`config.mk`:
```
export PLATFORM = sky130hd
export DESIGN_NAME = sra_srl_unit
export DESIGN_NICKNAME = d
export VERILOG_FILES = /design/src/rtl/sra_srl_unit.sv
export SDC_FILE = /design/constraint.sdc
export NUM_CORES = 1
export LEC_CHECK = 0
export ABC_AREA = 1
export CAP_MARGIN = 5
export CORE_MARGIN = 10
export CORE_UTILIZATION = 52
export CTS_CLUSTER_SIZE = 20
export DETAILED_ROUTE_END_ITERATION = 7
export GPL_TIMING_DRIVEN = 1
export PLACE_DENSITY_LB_ADDON = 0.12
export REMOVE_ABC_BUFFERS = 1
export SLEW_MARGIN = 20
export SYNTH_ARGS = -nofsm -noshare
export SYNTH_HDL_FRONTEND = slang
export SYNTH_SLANG_ARGS = --single-unit
```
`constraint.sdc`:
```
create_clock -name clock -period 2.1 [get_ports clock]
set_input_delay 0.42 -clock clock [delete_from_list [all_inputs] [get_ports clock]]
set_output_delay 0.42 -clock clock [all_outputs]
set_load 0.05 [all_outputs]
```
`src/rtl/sra_srl_unit.sv`:
```
// -----------------------------------------------------------------------------
// sra_srl_unit
//   Multi-cycle 32-bit right shifter for the ALU shift path. It implements
//   logical (srl) and arithmetic (sra) right shifts.
//
//   The 5-bit shift amount is consumed one bit per cycle, MSB first. The
//   stages shift by 16, 8, 4, 2 and then 1, and they all reuse one 32-bit
//   accumulator. An operation takes 5 SHIFT cycles and 1 DONE cycle. The
//   next operation can be accepted one cycle after that, in IDLE.
//
// Ports
//   clock  in   1  rising-edge clock
//   reset  in   1  synchronous, active-low clear
//   start  in   1  request; sampled only while ready=1
//   in     in  32  operand, captured on the accepting edge
//   shamt  in   5  shift amount 0..31, captured on the accepting edge
//   arith  in   1  1 = sign fill (sra), 0 = zero fill (srl)
//   ready  out  1  idle and able to accept start
//   done   out  1  one-cycle pulse; out is valid in that cycle
//   out    out 32  result; held from done until the next accepted start
// -----------------------------------------------------------------------------
module sra_srl_unit (
  input  logic        clock,
  input  logic        reset,
  input  logic        start,
  input  logic [31:0] in,
  input  logic [4:0]  shamt,
  input  logic        arith,
  output logic        ready,
  output logic        done,
  output logic [31:0] out
);

  typedef enum logic [1:0] {
    S_IDLE  = 2'd0,
    S_SHIFT = 2'd1,
    S_DONE  = 2'd2
  } state_t;

  state_t      r_state;
  logic [31:0] r_acc;
  logic [4:0]  r_amt;
  logic        r_sgn;
  logic [2:0]  r_stage;

  state_t      w_state_nxt;
  logic [31:0] w_acc_nxt;
  logic [4:0]  w_amt_nxt;
  logic        w_sgn_nxt;
  logic [2:0]  w_stage_nxt;

  // Selects the shift-amount bit that controls the current stage.
  // Stage 0 uses amt[4] (distance 16), and stage 4 uses amt[0] (distance 1).
  function automatic logic f_stage_bit(input logic [4:0] amt,
                                       input logic [2:0] stage);
    case (stage)
      3'd0:    f_stage_bit = amt[4];
      3'd1:    f_stage_bit = amt[3];
      3'd2:    f_stage_bit = amt[2];
      3'd3:    f_stage_bit = amt[1];
      default: f_stage_bit = amt[0];
    endcase
  endfunction

  // Shifts right by the fixed distance of the given stage (16 >> stage).
  // The vacated upper bits are filled with sgn.
  function automatic logic [31:0] f_shift_stage(input logic [31:0] acc,
                                                input logic [2:0]  stage,
                                                input logic        sgn);
    case (stage)
      3'd0:    f_shift_stage = {{16{sgn}}, acc[31:16]};
      3'd1:    f_shift_stage = {{8{sgn}},  acc[31:8]};
      3'd2:    f_shift_stage = {{4{sgn}},  acc[31:4]};
      3'd3:    f_shift_stage = {{2{sgn}},  acc[31:2]};
      default: f_shift_stage = {sgn,       acc[31:1]};
    endcase
  endfunction

  // State and datapath registers. Reset also clears the accumulator, so out
  // reads zero after a reset.
  always_ff @(posedge clock) begin
    if (!reset) begin
      r_state <= S_IDLE;
      r_acc   <= 32'd0;
      r_amt   <= 5'd0;
      r_sgn   <= 1'b0;
      r_stage <= 3'd0;
    end else begin
      r_state <= w_state_nxt;
      r_acc   <= w_acc_nxt;
      r_amt   <= w_amt_nxt;
      r_sgn   <= w_sgn_nxt;
      r_stage <= w_stage_nxt;
    end
  end

  // Next-state logic and next-datapath logic.
  always_comb begin
    w_state_nxt = r_state;
    w_acc_nxt   = r_acc;
    w_amt_nxt   = r_amt;
    w_sgn_nxt   = r_sgn;
    w_stage_nxt = r_stage;
    case (r_state)
      S_IDLE: begin
        if (start) begin
          w_acc_nxt   = in;
          w_amt_nxt   = shamt;
          w_sgn_nxt   = arith & in[31];
          w_stage_nxt = 3'd0;
          w_state_nxt = S_SHIFT;
        end
      end
      S_SHIFT: begin
        if (f_stage_bit(r_amt, r_stage))
          w_acc_nxt = f_shift_stage(r_acc, r_stage, r_sgn);
        w_stage_nxt = r_stage + 3'd1;
        if (r_stage == 3'd4)
          w_state_nxt = S_DONE;
      end
      S_DONE: begin
        w_state_nxt = S_IDLE;
      end
      default: begin
        w_state_nxt = S_IDLE;
      end
    endcase
  end

  // The outputs are decoded only from registers. No input reaches an output
  // without passing through a register.
  assign ready = (r_state == S_IDLE);
  assign done  = (r_state == S_DONE);
  assign out   = r_acc;

endmodule

```
# Word-level counts from Yosys, hierarchy flattened
# Cells that the tools add are included.
word_totals:
  elab_cells: 34
  input_bits: 41
  out_inout_bits: 34
  register_bits: 43
op_classes:
  reduce_logical: 7
  n_mux: 11
  n_eq_ne: 9
  add_sub_neg: 1
  n_bitwise: 1
op_table:
  columns: ["op", "n"]
  rows:
  - ["$pmux W31 S4", 1]
  - ["$mux W32", 2]
  - ["$pmux W32 S2", 1]
  - ["$eq A3 B2 Y1 const B", 2]
  - ["$ne A2 B2 Y1 const B", 3]
  - ["$pmux W3 S2", 1]
  - ["$reduce_and A2 Y1", 3]
  - ["$mux W2", 2]
  - ["$pmux W1 S4", 1]
  - ["$pmux W2 S2", 1]
  - ["$add A3 B1 Y3 const B", 1]
  - ["$eq A3 B1 Y1 const B", 1]
  - ["$eq A3 B3 Y1 const B", 1]
  - ["$logic_not A3 Y1", 1]
  - ["$mux W3", 1]
  - ["$reduce_and A3 Y1", 1]
  - ["$eq A2 B1 Y1 const B", 1]
  - ["$eq A2 B2 Y1 const B", 1]
  - ["$logic_not A2 Y1", 1]
  - ["$reduce_bool A2 Y1", 1]
  - ["$and A1 B1 Y1", 1]
  - ["$mux W1", 1]

# Longest topological paths before layout
depth:
  depth_word: 5
  ltp_mapped: 13

# Worst setup path before layout
# No wires, ideal clock.
synth_path:
  kind: "reg-to-reg"
  from: "reg r_stage[2]"
  to: "reg r_acc[10] (netlist: out[10])"
  t_arrival_ns: 1.713
  n_path_buf: 3
  path_stages_with_launch: 12
  path_slack_ns: 0.274
  setup_time_ns: 0.113
  period_less_slack_ns: 1.826
  path_cell_list: "dfxtp_1 inv_2 buf_4 buf_2 ha_1 a21oi_2 nand3_1 nand3_2 nand2_4 buf_6 nor2_1 nor2_1"
synth_between:
  elab_chain_cells: 5
synth_lines:
  columns: ["element", "line", "source"]
  rows:
  - ["from (decl)", "44", "logic [2:0] r_stage;"]
  - ["from (signal assigned)", "93", "r_stage <= w_stage_nxt;"]
  - ["$eq A3 B2 Y1, or another cell as far along", "56, 70", null]
  - ["$pmux W1 S4", "56", "case (stage)"]
  - ["$mux W1", "104", "case (r_state)"]
  - ["$ne A2 B2 Y1 (no line)", null, null]
  - ["$reduce_and A3 Y1 (no line)", null, null]
  - ["to (signal assigned)", "90", "r_acc <= w_acc_nxt;"]
  - ["to (decl)", "41", "logic [31:0] r_acc;"]
# Several ways; a longest one is shown, not always the timed one. The select of a mux whose other input is x is not followed.
# A chain may end at the register's enable or synchronous reset.

# Worst setup path in the final report
layout_path:
  from: "reg r_acc[11] (netlist: out[11])"
  to: "out out[11]"
layout_lines:
  columns: ["element", "line", "source"]
  rows:
  - ["to (decl)", "31", "output logic [31:0] out"]
# No word-level cell between the ends.

==> summary.md <==
| Metric | Value |
|---|---|
| Crit path DAT | 1630 ps |
| Site Rows | 29 |
| Cell area after layout | 0.00429 sq mm |
| CTS root buf | clkbuf_8 |
| H-tree Lvls | 2 |
| Clock Skew | 11.9 ps |
| Drt wl/cell | 13.1 um |
| Layout area overhead | 24.4% |
| CP delay by family, top | buffers and inverters |
| RSZ-0062 raised after global routing | no |
| Distinct cells, synth | 25 |
| Cells on worst reg2reg path | 11 |
| Combinational family with the most area after synthesis | simple AND/OR/NAND/NOR gates |
| CP Cell Sequence | clkdlybuf4s50_1 |
| Dpl cells | 769 |
| Hold WS | 498 ps |
| Via Count | 4018 |
| P_leak | 2.45 nW |
| Xor/xnor share of the synthesized area | 0 |
| Worst setup endpoint | out[11] |
| Slew margin rel. | 0.647 |
| Worst vdd ir | 0.375 mV |
| Stages on worst setup path | 1 |
| Height of the die | 101 um |
| Total negative slack | 0 ps |
| Reg2Reg Capture Point | out[24]$_SDFFE_PN0P_ |
| IO buf count | 74 |
| Clock sink total | 43 |
| Mux contribution to synthesized area | 0 |
| Sequential area share after synthesis | 0.249 |
| NumNets Final | 745 |
| Vias in the first global route | 3679 |
| Hold crit path type | flip-flop to flip-flop |
| Most frequent cells in the layout | 279 x nand2_1, 107 x nor2_1, 105 x nand3_1 |
| CTS Hold Buffers Added | 0 |
| GRT Resource Usage Total | 0.198 |
| Crit path launch type | flip-flop |
| Final Cycle Share | 0.975 |
| Initial drt markers | 303 |
| Simple-gate share of the synthesized area | 0.590 |
| # diodes | 0 |
| Placement Cell Area | 0.00418 sq mm |
| Final std cells w/o fill | 777 |
| Clock buffer count from CTS | 5 |
| Tightest Pin Transition | 528 ps |
| PnR Total Power | 2.81 mW |
| Post-route minimum period | 2050 ps |
| Post-Syn Area per Cell | 5.35 sq um |
| Skew-Pair Late Insertion Delay | 310 ps |
| Placement Setup Slack | 299 ps |
| Placer Congestion | 0.902 |
| Drc violations | 0 |
| Instance count of the mapped netlist | 645 |
| Synth warn | 0 |
| First-pass GRT wire length | 17300 um |
| Crit. End Element | output port |
| Critical-path top delay cell | clkdlybuf4s50_1 |
| TritonCTS clock tree | yes |
| Fin. max-slew vios | 0 |
| Initial Util | 0.541 |
| Max-cap violations | 0 |
| Final setup fails | 0 |
| Final core occ | 0.672 |
| Post-Synth Adder-Cell Area | 0.0181 |
| Mapped Area | 0.00345 sq mm |
| Worst Path Buf+Inv | 1 |
| Layout cells sized above 1 | 0.0529 |
| Crit Path Max Fanout | 6 |
| Synth Area in Compound Gates | 0.0308 |
| Final wirelength | 10200 um |
| Commonest non-fill, non-tap cell in the layout | nand2_1 |
| Clock Path Buffers | 2 |
| Reg-to-reg startpoint | r_stage[0]$_SDFFE_PN0P_ |
| Core Region | 0.00639 sq mm |
| Vias/cell | 5.17 |
| Post-detail-place hpwl | 7110 um |
| Yosys reg bits | 43 |
| GRT Residual Overflow | 0 |
| Initial antenna violation count | 0 |
| Final hold violation count | 0 |
| Pre-antenna DRT Iters | 5 |
| Die Footprint | 0.0103 sq mm |
| Crit. Startpoint | out[11]$_SDFFE_PN0P_ |
| Top Ports | 75 |
| Hold Path Stages | 2 |
| Power Density | 655 mW/mm^2 |
| Clk slew on worst S/H paths | 100 ps |
| Status | completed |
| Required time worst endpoint | 1680 ps |
| PnR worst setup slack | 52.7 ps |
| Flop-to-flop setup slack | 260 ps |
| Kind of critical path | flip-flop to output port |
| Die width | 101 um |
| Largest net degree at the start of global routing | 72 |
| F_max | 488 MHz |
| Post-route ant nets | 0 |
| CP max stage delay | 860 ps |
-- layout make-up --
| cell class | instances | area, sq um |
|---|---|---|
| multi-input cells | 521 | 2210 |
| fillers | 642 | 2090 |
| repair buffers | 88 | 891 |
| flip-flops and latches | 43 | 861 |
| inverters | 40 | 150 |
| well taps | 77 | 96.3 |
| clock buffers | 5 | 68.8 |
| clock inverters | 3 | 20.0 |
-- registers in the layout, summed over array words and instances (netlist names) --
name and cells:
r_state 2, r_sgn 1, out 32, r_stage 3
r_amt 5
-- power breakdown --
group          leakage, nW  internal [mW]  switching, mW  total [mW]
sequential           0.356          0.909          0.160        1.07
clock               0.0402          0.232          0.328       0.561
combinational         2.05          0.428          0.756        1.18
total                 2.45           1.57           1.24        2.81
-- worst min-delay path by stage --
stage,startpoint,endpoint,slack [ps]
floorplan,r_amt[1]$_SDFFE_PN0P_,r_amt[1]$_SDFFE_PN0P_,450
global placement,r_amt[2]$_SDFFE_PN0P_,r_amt[2]$_SDFFE_PN0P_,470
detailed placement,r_amt[3]$_SDFFE_PN0P_,r_amt[3]$_SDFFE_PN0P_,480
CTS,r_amt[3]$_SDFFE_PN0P_,r_amt[3]$_SDFFE_PN0P_,500
global route,r_amt[0]$_SDFFE_PN0P_,r_amt[0]$_SDFFE_PN0P_,530
finish,r_amt[3]$_SDFFE_PN0P_,r_amt[3]$_SDFFE_PN0P_,500
-- cell usage after synthesis, drive strengths merged --
library cell,instances,area [sq um]
a21oi,6,33.8
nand3b,2,15.0
inv,39,146
ha,5,62.6
buf,33,204
o32ai,1,8.76
nand3,107,546
clkbuf,8,30.0
dfxtp,43,861
nand2,281,1060
nor2,108,408
a211oi,1,7.51
nor3,1,5.00
o21ai,9,56.3
clkinv,1,3.75
-- metal layers --
metal,GRT usage,part of all wire,up-vias
met5,0,0,-
met4,0.0600,0.012,0
met3,0.0442,0.077,13
li1,-,-,2100
met2,0.330,0.47,157
met1,0.248,0.44,1748
-- timing repair --
| item | CTS | global route |
|---|---|---|
| gates resized for setup | 2 | 11 |
| buffers inserted | 0 | 0 |
| setup endpoints to repair | 2 | 11 |
-- cells by family after synthesis --
logic type | after synthesis
flip-flops | 43
buffers and inverters | 81
adder cells (fa/ha/maj) | 5
AO/OA/AOI/OAI | 17
AND/OR/NAND/NOR | 499
Power figures use the tool's default switching activity.
